## config.mk

```make
export PLATFORM = sky130hd
export DESIGN_NAME = rr_handshake_responder_flat
export DESIGN_NICKNAME = d
export VERILOG_FILES = /design/src/rtl/rr_handshake_responder_if.sv /design/src/rtl/rr_handshake_responder.sv /design/src/flat_wrapper.sv
export SDC_FILE = /design/constraint.sdc
export NUM_CORES = 1
export LEC_CHECK = 0
export ABC_AREA = 1
export CORE_ASPECT_RATIO = 1.75
export CORE_MARGIN = 4
export CORE_UTILIZATION = 65
export DETAILED_ROUTE_END_ITERATION = 16
export DONT_BUFFER_PORTS = 1
export GPL_TIMING_DRIVEN = 0
export PLACE_DENSITY_LB_ADDON = 0.25
export SYNTH_ARGS = -nofsm -noshare
export SYNTH_HDL_FRONTEND = slang
export SYNTH_HIERARCHICAL = 1
export SYNTH_SLANG_ARGS = --single-unit
```

## constraint.sdc

```tcl
create_clock -name CLK -period 8.4 [get_ports CLK]
set_input_delay 1.26 -clock CLK [delete_from_list [all_inputs] [get_ports CLK]]
set_output_delay 1.26 -clock CLK [all_outputs]
set_load 0.03 [all_outputs]
```

## src/rtl/rr_handshake_responder_if.sv

```systemverilog
// Bundle between the three-lane handshake producers, the responder and its downstream consumer.
// The master side drives lane beats and downstream ready; the slave side is the responder.
interface rr_handshake_responder_if #(
  parameter int WIDTH     = 5,
  parameter int CNT_WIDTH = 16
);
  logic             handshake_arr_0_valid;
  logic [WIDTH-1:0] handshake_arr_0_data;
  logic             handshake_arr_0_ready;
  logic             handshake_arr_1_valid;
  logic [WIDTH-1:0] handshake_arr_1_data;
  logic             handshake_arr_1_ready;
  logic             handshake_arr_2_valid;
  logic [WIDTH-1:0] handshake_arr_2_data;
  logic             handshake_arr_2_ready;

  logic                 handshake_valid;
  logic                 handshake_ready;
  logic [WIDTH-1:0]     out_data;
  logic [1:0]           out_lane;
  logic                 out_orr;
  logic                 out_andr;
  logic [CNT_WIDTH-1:0] accept_count;

  modport master (
    output handshake_arr_0_valid, handshake_arr_0_data,
    output handshake_arr_1_valid, handshake_arr_1_data,
    output handshake_arr_2_valid, handshake_arr_2_data,
    input  handshake_arr_0_ready, handshake_arr_1_ready, handshake_arr_2_ready,
    output handshake_ready,
    input  handshake_valid, out_data, out_lane, out_orr, out_andr, accept_count
  );

  modport slave (
    input  handshake_arr_0_valid, handshake_arr_0_data,
    input  handshake_arr_1_valid, handshake_arr_1_data,
    input  handshake_arr_2_valid, handshake_arr_2_data,
    output handshake_arr_0_ready, handshake_arr_1_ready, handshake_arr_2_ready,
    input  handshake_ready,
    output handshake_valid, out_data, out_lane, out_orr, out_andr, accept_count
  );
endinterface

```

## src/rtl/rr_handshake_responder.sv

```systemverilog
// Round-robin consumer of three ready/valid lanes; accepted beats plus their OR/AND
// reductions are queued in a DEPTH-entry FIFO and replayed on one downstream port.
module rr_lane_port (
  input  logic granted,
  input  logic space,
  input  logic rst,
  input  logic valid,
  output logic ready,
  output logic accept
);
  assign ready  = granted & space & ~rst;
  assign accept = valid & ready;
endmodule

module rr_handshake_responder #(
  parameter int WIDTH     = 5,
  parameter int DEPTH     = 4,
  parameter int CNT_WIDTH = 16
) (
  input  logic CLK,
  input  logic RESET,
  rr_handshake_responder_if.slave bus
);
  localparam int NUM_LANES = 3;
  localparam int AW        = (DEPTH > 1) ? $clog2(DEPTH) : 1;
  localparam int CW        = AW + 1;

  typedef struct packed {
    logic [1:0]       lane;
    logic [WIDTH-1:0] data;
    logic             orr;
    logic             andr;
  } entry_t;

  logic [NUM_LANES-1:0]            lane_vld, lane_rdy, lane_acc, gnt_oh;
  logic [NUM_LANES-1:0][WIDTH-1:0] lane_data;

  logic [1:0]           ptr, gnt;
  logic                 gnt_vld;
  logic [2:0]           cand;
  logic [AW-1:0]        wr_ptr, rd_ptr;
  logic [CW-1:0]        count;
  logic [CNT_WIDTH-1:0] acc_cnt;
  logic                 full, push, pop;
  entry_t               mem [DEPTH];
  entry_t               push_e, head;

  assign lane_vld  = {bus.handshake_arr_2_valid, bus.handshake_arr_1_valid, bus.handshake_arr_0_valid};
  assign lane_data = {bus.handshake_arr_2_data,  bus.handshake_arr_1_data,  bus.handshake_arr_0_data};
  assign bus.handshake_arr_0_ready = lane_rdy[0];
  assign bus.handshake_arr_1_ready = lane_rdy[1];
  assign bus.handshake_arr_2_ready = lane_rdy[2];

  // Search ptr, ptr+1, ptr+2 (mod 3); first valid lane wins.
  always_comb begin
    gnt     = 2'd0;
    gnt_vld = 1'b0;
    cand    = 3'd0;
    for (int i = 0; i < NUM_LANES; i++) begin
      cand = {1'b0, ptr} + 3'(i);
      if (cand >= 3'(NUM_LANES)) cand = cand - 3'(NUM_LANES);
      if (!gnt_vld && lane_vld[cand[1:0]]) begin
        gnt_vld = 1'b1;
        gnt     = cand[1:0];
      end
    end
  end

  assign full = (count == CW'(DEPTH));

  for (genvar n = 0; n < NUM_LANES; n++) begin : g_lane
    assign gnt_oh[n] = gnt_vld && (gnt == 2'(n));
    rr_lane_port u_lane (
      .granted (gnt_oh[n]),
      .space   (~full),
      .rst     (RESET),
      .valid   (lane_vld[n]),
      .ready   (lane_rdy[n]),
      .accept  (lane_acc[n])
    );
  end

  assign push        = |lane_acc;
  assign pop         = (count != '0) && bus.handshake_ready;
  assign push_e.lane = gnt;
  assign push_e.data = lane_data[gnt];
  assign push_e.orr  = |lane_data[gnt];
  assign push_e.andr = &lane_data[gnt];

  always_ff @(posedge CLK) begin
    if (RESET) begin
      ptr     <= 2'd0;
      wr_ptr  <= '0;
      rd_ptr  <= '0;
      count   <= '0;
      acc_cnt <= '0;
      for (int i = 0; i < DEPTH; i++) mem[i] <= '0;
    end else begin
      if (push) begin
        mem[wr_ptr] <= push_e;
        wr_ptr      <= wr_ptr + AW'(1);
        ptr         <= (gnt == 2'd2) ? 2'd0 : gnt + 2'd1;
        acc_cnt     <= acc_cnt + CNT_WIDTH'(1);
      end
      if (pop) rd_ptr <= rd_ptr + AW'(1);
      case ({push, pop})
        2'b10:   count <= count + CW'(1);
        2'b01:   count <= count - CW'(1);
        default: count <= count;
      endcase
    end
  end

  // Head is read straight from storage, so nothing on the lane side reaches the outputs.
  assign head                = mem[rd_ptr];
  assign bus.handshake_valid = (count != '0);
  assign bus.out_data        = head.data;
  assign bus.out_lane        = head.lane;
  assign bus.out_orr         = head.orr;
  assign bus.out_andr        = head.andr;
  assign bus.accept_count    = acc_cnt;
endmodule

```

## src/flat_wrapper.sv

```systemverilog
// flat-port wrapper written by rule: the top's interface ports become plain ports
module rr_handshake_responder_flat 
#(
  parameter int WIDTH     = 5,
  parameter int DEPTH     = 4,
  parameter int CNT_WIDTH = 16
)
  (CLK, RESET, bus_handshake_arr_0_valid, bus_handshake_arr_0_data, bus_handshake_arr_1_valid, bus_handshake_arr_1_data, bus_handshake_arr_2_valid, bus_handshake_arr_2_data, bus_handshake_arr_0_ready, bus_handshake_arr_1_ready, bus_handshake_arr_2_ready, bus_handshake_ready, bus_handshake_valid, bus_out_data, bus_out_lane, bus_out_orr, bus_out_andr, bus_accept_count);
  rr_handshake_responder_if #(.WIDTH(WIDTH), .CNT_WIDTH(CNT_WIDTH)) bus_i ();
  input  logic CLK;
  input  logic RESET;
  input wire logic [$bits(bus_i.handshake_arr_0_valid)-1:0] bus_handshake_arr_0_valid;
  input wire logic [$bits(bus_i.handshake_arr_0_data)-1:0] bus_handshake_arr_0_data;
  input wire logic [$bits(bus_i.handshake_arr_1_valid)-1:0] bus_handshake_arr_1_valid;
  input wire logic [$bits(bus_i.handshake_arr_1_data)-1:0] bus_handshake_arr_1_data;
  input wire logic [$bits(bus_i.handshake_arr_2_valid)-1:0] bus_handshake_arr_2_valid;
  input wire logic [$bits(bus_i.handshake_arr_2_data)-1:0] bus_handshake_arr_2_data;
  output wire logic [$bits(bus_i.handshake_arr_0_ready)-1:0] bus_handshake_arr_0_ready;
  output wire logic [$bits(bus_i.handshake_arr_1_ready)-1:0] bus_handshake_arr_1_ready;
  output wire logic [$bits(bus_i.handshake_arr_2_ready)-1:0] bus_handshake_arr_2_ready;
  input wire logic [$bits(bus_i.handshake_ready)-1:0] bus_handshake_ready;
  output wire logic [$bits(bus_i.handshake_valid)-1:0] bus_handshake_valid;
  output wire logic [$bits(bus_i.out_data)-1:0] bus_out_data;
  output wire logic [$bits(bus_i.out_lane)-1:0] bus_out_lane;
  output wire logic [$bits(bus_i.out_orr)-1:0] bus_out_orr;
  output wire logic [$bits(bus_i.out_andr)-1:0] bus_out_andr;
  output wire logic [$bits(bus_i.accept_count)-1:0] bus_accept_count;
  assign bus_i.handshake_arr_0_valid = bus_handshake_arr_0_valid;
  assign bus_i.handshake_arr_0_data = bus_handshake_arr_0_data;
  assign bus_i.handshake_arr_1_valid = bus_handshake_arr_1_valid;
  assign bus_i.handshake_arr_1_data = bus_handshake_arr_1_data;
  assign bus_i.handshake_arr_2_valid = bus_handshake_arr_2_valid;
  assign bus_i.handshake_arr_2_data = bus_handshake_arr_2_data;
  assign bus_handshake_arr_0_ready = bus_i.handshake_arr_0_ready;
  assign bus_handshake_arr_1_ready = bus_i.handshake_arr_1_ready;
  assign bus_handshake_arr_2_ready = bus_i.handshake_arr_2_ready;
  assign bus_i.handshake_ready = bus_handshake_ready;
  assign bus_handshake_valid = bus_i.handshake_valid;
  assign bus_out_data = bus_i.out_data;
  assign bus_out_lane = bus_i.out_lane;
  assign bus_out_orr = bus_i.out_orr;
  assign bus_out_andr = bus_i.out_andr;
  assign bus_accept_count = bus_i.accept_count;
  rr_handshake_responder #(.WIDTH(WIDTH), .DEPTH(DEPTH), .CNT_WIDTH(CNT_WIDTH)) u_core (.CLK(CLK), .RESET(RESET), .bus(bus_i));
endmodule
```

* Word level (Yosys, flattened, before mapping) *
Memories as Yosys holds them, arrays and structs flattened. A register that Yosys moved wholly into a read port is not among the register bits.
Index checks and enable logic that the tools add are counted.
W data, S select, Z words.

storage, ports and cells
  memories = 1
  bits in writable memories = 36
  input port bits = 21
  logic and storage cells = 84
  bits in registers = 25
  output and inout bits = 29

memories
  name        depth  width  read ports  clocked after memory_dff  write ports  RTL line                      source
  u_core.mem  4      9      1           1                         4            rr_handshake_responder.sv:45  entry_t mem [DEPTH];

cells by class
  bitwise operators = 11
  $lt $le $gt $ge = 7
  mux-type cells = 29
  reductions and logical operators = 15
  equal/unequal tests = 5
  add/sub/neg operators = 11

operators with widths
  kind                     number
  $mux W2                  10
  $add A16 B1 Y16 const B  1
  $lt A2 B3 Y1 const B     4
  $mux W1                  12
  $bmux W5 S2              1
  $and A1 B1 Y1            9
  $mux W9                  1
  $reduce_or A9 Y1         1
  $add A2 B1 Y2 const B    3
  $bmux W1 S2              3
  $ge A3 B2 Y1 const B     2
  $logic_and A1 B1 Y1      6
  $pmux W3 S2              1
  $sub A2 B2 Y2 const B    3
  $mux W5                  1
  $reduce_and A5 Y1        1
  $reduce_or A5 Y1         1
  $eq A2 B1 Y1 const B     2
  $eq A2 B2 Y1 const B     2
  $add A2 B1 Y3 const B    1
  $add A2 B2 Y3 const B    1
  $add A3 B1 Y3 const B    1
  $eq A3 B3 Y1 const B     1
  $reduce_bool A3 Y1       1
  7 further kinds          9

* Logic depth before layout (Yosys ltp) *
Gate-level depths: netlist of run 1.

  depth in word-level cells = 22
  mapped depth = 26
  gate-level depth less buffers = 25

* Hierarchy *
The synthesis of run 1 kept the hierarchy.

modules (own cells, without submodules)
  module                  cells an instance  instances  area an instance (sq um)  seq. area each (sq um)
  rr_handshake_responder  374                1          3251.9                    1621.6
  rr_lane_port            5                  3          27.5                      0.0

* Worst setup path before layout of run 1 *
OpenSTA, ideal clock, no wires.

  path type = input -> register
  start point = input port bus_handshake_arr_2_valid
  end point = memory u_core/mem[3][0] (netlist name), enable pin
  stages on the path = 18
  required time = 8011 ps
  setup time = 389 ps
  setup slack = 4428 ps
  buffers on the path = 0
  data arrival time = 3583 ps
  cell sequence = inv_2 o21ai_2 nand2_4 nand3_1 nand2_2 nand2_4 nor2_1 inv_1 a41oi_1 nand3_2 nor2_2 nor2_1 nand2_1 inv_1 nor2_1 inv_1 nor2_1 nor3_1

RTL lines
  element      RTL line                      source
  from (decl)  flat_wrapper.sv:16            input wire logic [$bits(bus_i.handshake_arr_2_valid)-1:0] bus_handshake_arr_2_valid;
  to (decl)    rr_handshake_responder.sv:45

==> Implementation_results.wiki, run 1 <==
{| class="wikitable"
! Metric !! Value
|-
| Run status || finished, final reports clean
|-
| Max Used Layer || met4
|-
| Number of global-route vias before repair || 2655
|-
| Overall track demand over capacity in global routing || 24.27%
|-
| Number of iterations in the first detailed-routing pass || 4
|-
| Most frequent cells in the layout || nor2_1, inv_1, nand2_1, edfxtp_1, o21ai_0
|-
| Metal-1 WL || 2.691 mm
|-
| Highest-delay cell along the critical path || nand2_1
|-
| WP buf/inv || 4
|-
| Initial antenna violation count || 0
|-
| Final critical-path required period || 4.582 ns
|-
| Floorplan die height || 102.8 um
|-
| Crit-path leading delay family || simple AND/OR/NAND/NOR gates
|-
| Flip-flop and latch area || 0.001622 sq mm
|-
| Routability congestion estimate from global placement || 0.8517
|-
| Instance area after placement || 0.003402 sq mm
|-
| Die outline area || 0.006385 sq mm
|-
| ANT cells || 0
|-
| Fraction of the cycle the final worst path needs || 54.55%
|-
| Number of instances in the synthesized netlist || 389
|-
| Worst VDD drop || 0.3153 mV
|-
| Total vias in the final route || 2665
|-
| Wire length of the first global-routing pass || 12.25 mm
|-
| Post-Synthesis Mean Instance Area || 8.572 sq um
|-
| Nets@finish || 428
|-
| Iter 0 DRT Violations || 86
|-
| Congestion Overflow GR || 0
|-
| Total standard cell area after synthesis || 0.003334 sq mm
|-
| Cell repeated most along the worst path || nand2_1
|-
| Post-detailed-route DRC marker count || 0
|-
| Share of final-layout standard cells stronger than drive strength 1 || 15.06%
|-
| Core box area || 0.004977 sq mm
|-
| Crit-path cells || inv_2, o21ai_2, nand2_4, nand2_1, nand2_1, nand2_2, nand2_4, nor2_1, inv_1, a41oi_1, nand3_2, nor2_2, nor2_1, nand2_1, inv_1, nor2_1, inv_1, nor2_1, nand2_1, nand2_1
|-
| Die Wd || 62.14 um
|-
| Number of instances resized during post-cts repair || 0
|-
| Pwr dens || 397.3 mW/mm^2
|-
| Max FO, Critical Path || 10
|-
| Detailed placement HPWL || 5.397 mm
|-
| Avg Vias per Cell || 5.806
|-
| Part of the Yosys area used for sequential elements || 48.63%
|-
| Number of failing setup endpoints in the final timing report || 0
|-
| Synth Register Bits || 63
|-
| Most frequent standard cell in the layout excluding fill and tap cells || nor2_1
|-
| Maximum count of clock buffers along a single path || 2
|-
| Worst setup EP type || flop
|-
| TritonCTS clock tree || yes
|-
| YS warnings || 6
|-
| Number of nets with antenna violations after detailed routing || 0
|-
| Fin. Hold Viols || 0
|-
| Met3 routed wirelength || 384 um
|-
| Site Rows || 34
|-
| Number of buffers created by CTS || 9
|-
| RSZ-0062 raised after global routing || no
|-
| Post-CTS setup buffer count || 0
|-
| Synth cell types || 35
|-
| Initial standard-cell utilization of the core || 66.99%
|-
| Met2 wire length || 4.104 mm
|-
| CTS root buffer || clkbuf_8
|-
| Required time of the worst setup path || 8.38 ns
|-
| Detail-routed net length per standard cell || 15.94 um
|-
| Clock net sink count || 63
|-
| P_leak || 1.482 nW
|-
| Detailed-route wire length || 7.316 mm
|-
| Worst clock skew on the final layout || 0.007467 ns
|-
| Max-cap viol count || 0
|-
| Number of max-slew violations in the final report || 0
|-
| Number of fillers in the final layout || 367
|-
| Clk slew on worst S/H paths || 0.07 ns
|-
| Accumulated negative setup slack || 0 ns
|-
| Slowest Stage Delay on Critical Path || 0.45 ns
|-
| Hold Buf Count CTS || 0
|-
| Type of the worst setup path || input pin to flop
|-
| Total I/O pin count || 50
|-
| Area occupied by multi-input gates || 0.001483 sq mm
|-
| Max-Slew Margin vs Limit || 42.06%
|-
| Pin count of the biggest net entering global routing || 13
|-
| Summed area of non-filler cells in the final layout || 0.003651 sq mm
|-
| H-tree depth || 3
|-
| Data arrival time of the worst path || 4.56 ns
|-
| Insertion delay to the later sink of the worst-skew pair || 0.34 ns
|-
| Number of nets in the synthesized netlist || 417
|-
| Worst Hold Slack || 0.4773 ns
|-
| Number of buffers inserted by port buffering || 0
|-
| Slew at the pin closest to its max-slew limit || 0.8643 ns
|-
| Achievable frequency || 218.3 MHz
|-
| Area added between synthesis and finish || 9.493%
|-
| Worst min-delay path category || flop to flop
|-
| Critical path startpoint category || input pin
|}
cells by family after synthesis:
group / Yosys count / synth area share, %
fa+ha+maj: 7 / 2.852
flops: 63 / 48.63
buf+inv: 58 / 7.055
compound gates: 68 / 11.07
simple gates: 192 / 30.13
xor+xnor: 1 / 0.2627
routing by layer:
metal	vias up	track usage, %
li1	1320	-
met1	1261	25.18
met2	70	44.97
met3	14	6.216
met4	0	11.69
met5	-	0
flip-flops by register name, indices dropped and copies added, names as in the netlist, named ones only:
name                     flops
u_core/count                 3
u_core/rd_ptr                2
u_core/mem                  36
u_core/bus.accept_count     16
u_core/ptr                   2
u_core/wr_ptr                2
synth_stat cells, drive strengths merged:
cell	instances	share of area, %
fa	1	0.60
edfxtp	36	32
buf	2	0.68
dfxtp	27	16
nor3	7	1.1
nand2	51	6.9
o21ai	34	5.2
a22o	1	0.26
ha	6	2.3
a21oi	20	3.0
nand3	36	8.2
o22ai	10	1.9
inv	50	5.7
or2	1	0.19
xor2	1	0.26
a41oi	1	0.26
o21a	2	0.45
nand4	3	0.75
clkbuf	6	0.68
and3	1	0.19
nor2	88	11
nand3b	5	1.4
path summary, 6_finish.rpt:
kind,cells after the start,slack [ns],to,start
worst max-delay path,20,3.82,u_core/mem[0][8]$_SDFFCE_PN0P_,bus_handshake_arr_2_valid
worst min-delay path,1,0.48,flop,u_core/rd_ptr[0]$_SDFFE_PP0P_
worst max register to register,24,3.87,u_core/mem[0][8]$_SDFFCE_PN0P_,u_core/ptr[0]$_SDFFE_PP0P_
worst min register to register,1,0.48,flop,u_core/rd_ptr[0]$_SDFFE_PP0P_
area by class of cell:
| cell class | count | area share [%] |
|---|---|---|
| Buffer | 8 | 1.234 |
| Clock buffer | 9 | 3.393 |
| Clock inverter | 7 | 3.290 |
| Inverter | 50 | 5.209 |
| Multi-Input combinational cell | 268 | 40.61 |
| Sequential cell | 63 | 44.41 |
| Tap cell | 54 | 1.851 |
power breakdown:
part | switching, mW | leakage [nW] | internal [mW]
Clock | 0.117 | 0.120 | 0.198
Combinational | 0.519 | 0.772 | 0.191
Sequential | 0.0330 | 0.590 | 0.393
per-stage QoR:
step	power (mW)	worst slack, ns	instances	util, %
after CTS	1.453	3.913	459	73.25
after global routing	1.544	3.507	459	73.35
after global placement	1.108	3.719	443	68.35
final	1.450	3.818	459	73.35
after floorplan	0.9965	4.428	389	-
after detailed placement	1.133	3.606	443	68.35
(Power assumes the default switching activity.)
==> run 2, diff against run 1 <==
Settings changed: CORE_UTILIZATION 65 to 63.
Clock period 8.4 ns to 4.8 ns, I/O delays scaled along.
==> Implementation_results.wiki, run 2 (same netlist as run 1, synthesis figures left out) <==
{| class="wikitable"
! Metric !! Value
|-
| Number of max-slew violations in the final report || 0 (unchanged)
|-
| ANT cells || 0 (unchanged)
|-
| Run status || finished, final reports clean (unchanged)
|-
| Total I/O pin count || 50 (unchanged)
|-
| Worst clock skew on the final layout || 0.007707 ns (was 0.007467 ns)
|-
| Register with the most flip-flops || u_core/mem (unchanged)
|-
| Most frequent cells in the layout || nor2_1, inv_1, nand2_1, edfxtp_1, o21ai_0 (unchanged)
|-
| Worst VDD drop || 0.4412 mV (was 0.3153 mV)
|-
| Overall track demand over capacity in global routing || 23.53% (was 24.27%)
|-
| Number of iterations in the first detailed-routing pass || 4 (unchanged)
|-
| Avg Vias per Cell || 5.697 (was 5.806)
|-
| CTS root buffer || clkbuf_8 (unchanged)
|-
| Number of failing setup endpoints in the final timing report || 0 (unchanged)
|-
| Site Rows || 34 (unchanged)
|-
| Final critical-path required period || 4.280 ns
|-
| Detail-routed net length per standard cell || 15.88 um (was 15.94 um)
|-
| Congestion Overflow GR || 0 (unchanged)
|-
| Required time of the worst setup path || 4.82 ns (was 8.38 ns)
|-
| Number of nets with antenna violations after detailed routing || 0 (unchanged)
|-
| Nets@finish || 428 (unchanged)
|-
| Pre-CTS worst setup slack || 0.3039 ns (was 3.606 ns)
|-
| TritonCTS clock tree || yes (unchanged)
|-
| Setup ws final || 0.5201 ns (was 3.818 ns)
|-
| Flip-flop count of the largest register, all copies and words added || 36 (unchanged)
|-
| Clk slew on worst S/H paths || 0.07 ns (about the same)
|-
| Worst min-delay path category || flop to flop (unchanged)
|-
| Post-detailed-route DRC marker count || 0 (unchanged)
|-
| Max-Slew Margin vs Limit || 41.44% (was 42.06%)
|-
| Slew at the pin closest to its max-slew limit || 0.8736 ns (was 0.8643 ns)
|-
| Pin count of the biggest net entering global routing || 12 (was 13)
|-
| Insertion delay to the later sink of the worst-skew pair || 0.34 ns (about the same)
|-
| Initial standard-cell utilization of the core || 65.87% (was 66.99%)
|-
| Data arrival time of the worst path || 4.30 ns (was 4.56 ns)
|-
| Die outline area || 0.006567 sq mm (was 0.006385 sq mm)
|-
| Die Wd || 63.00 um (was 62.14 um)
|-
| Number of fillers in the final layout || 406 (was 367)
|-
| Routability congestion estimate from global placement || 0.8576 (was 0.8517)
|-
| Number of buffers inserted by port buffering || 0 (unchanged)
|-
| Fraction of the cycle the final worst path needs || 89.16%
|-
| Critical path startpoint category || flop (was input pin)
|-
| Max-cap viol count || 0 (unchanged)
|-
| Floorplan die height || 104.2 um (was 102.8 um)
|-
| Worst setup EP type || flop (unchanged)
|-
| Iter 0 DRT Violations || 113 (was 86)
|-
| Area added between synthesis and finish || 8.068% (was 9.493%)
|-
| Max FO, Critical Path || 10 (unchanged)
|-
| Type of the worst setup path || flop to flop (was input pin to flop)
|-
| Most frequent standard cell in the layout excluding fill and tap cells || nor2_1 (unchanged)
|-
| Wire length of the first global-routing pass || 12.03 mm (was 12.25 mm)
|-
| Total vias in the final route || 2615 (was 2665)
|-
| Number of global-route vias before repair || 2675 (was 2655)
|-
| Share of the core filled with cells || 71.18% (was 73.35%)
|-
| Maximum count of clock buffers along a single path || 2 (unchanged)
|-
| Fin. Hold Viols || 0 (unchanged)
|-
| Number of buffers created by CTS || 9 (unchanged)
|-
| Pwr dens || 665.1 mW/mm^2 (was 397.3 mW/mm^2)
|-
| Clock net sink count || 63 (unchanged)
|-
| Initial antenna violation count || 0 (unchanged)
|-
| Detailed placement HPWL || 5.339 mm (was 5.397 mm)
|-
| Accumulated negative setup slack || 0 ns (unchanged)
|-
| RSZ-0062 raised after global routing || no (unchanged)
|-
| Post-CTS setup buffer count || 0 (unchanged)
|-
| Detailed-route wire length || 7.287 mm (was 7.316 mm)
|-
| Core box area || 0.005062 sq mm (was 0.004977 sq mm)
|-
| Achievable frequency || 233.7 MHz
|-
| H-tree depth || 3 (unchanged)
|-
| P_leak || 1.452 nW (was 1.482 nW)
|-
| Share of final-layout standard cells stronger than drive strength 1 || 15.56% (was 15.06%)
|}
==> run 2: cell count changes in the layout (fill, tap and decap cells not counted), sizes merged <==
cell / previous run / this run
clkinv: 2 / 3
clkbuf: 15 / 17
bufinv: 3 / 0
clkinvlp: 1 / 2
inv: 51 / 50
==> run 2: final timing paths <==
check	startpoint	endpoint	slack (ns)	depth (start not counted)
worst max-delay path	u_core/ptr[0]$_SDFFE_PP0P_	u_core/mem[2][8]$_SDFFCE_PN0P_	0.52	22
worst min-delay path	u_core/rd_ptr[0]$_SDFFE_PP0P_	flop	0.47	1
worst max register to register	u_core/ptr[0]$_SDFFE_PP0P_	u_core/mem[2][8]$_SDFFCE_PN0P_	0.52	22
worst min register to register	u_core/rd_ptr[0]$_SDFFE_PP0P_	flop	0.47	1
==> run 2: routing by layer <==
metal | up-vias | share of wire, % | GRT usage [%]
met5 | - | 0 | 0
met3 | 16 | 5.8 | 6.919
met2 | 74 | 56 | 42.78
li1 | 1319 | - | -
met4 | 0 | 1.8 | 12.95
met1 | 1206 | 37 | 23.13
==> run 2: repair_timing <==
action | in CTS | in global routing
resized for setup | 0 | 4
hold buffers | 0 | 0
setup endpoints to repair | 0 | 27
==> run 2: worst max-delay path: stages, from the launching register on <==
cell and delay [ns]:
dfxtp_1 0.37, inv_1 0.09, ha_1 0.30, buf_4 0.17
inv_4 0.09, nand2_1 0.06, nand3_1 0.08, nand2_2 0.11
nand4_2 0.19, nand2_4 0.10, nor2_1 0.15, inv_1 0.07
a41oi_1 0.21, nand3_2 0.12, nor2_2 0.08, nor2_1 0.04
nand2_1 0.26, inv_1 0.18, nor2_1 0.24, inv_1 0.16
nor2_1 0.23, nand2_1 0.32, nand2_2 0.33
==> run 2: through the flow <==
stage          power, mW  cell area, sq um  hold slack, ns  instances
2_1_floorplan      1.744              3334          0.4362        389
5_1_grt            2.562              3603          0.5156        459
4_1_cts            2.395              3586          0.4780        459
3_3_place_gp       1.940              3402          0.4523        443
3_5_place_dp       1.983              3402          0.4657        443
6_report           2.397              3603          0.4747        459
==> run 2: power breakdown <==
part | total [mW] | switching (mW) | internal (mW)
sequential | 0.745 | 0.0582 | 0.687
combinational | 1.24 | 0.901 | 0.335
clock | 0.415 | 0.202 | 0.213
total | 2.40 | 1.16 | 1.24
==> run 2: layout make-up <==
class,count,area [sq um],share of cell area [%]
Buffer,8,45.04,1.250
Clock buffer,11,151.4,4.201
Clock inverter,5,32.53,0.9028
Inverter,50,190.2,5.278
Multi-Input combinational cell,268,1495,41.49
Sequential cell,63,1622,45.00
Tap cell,54,67.56,1.875
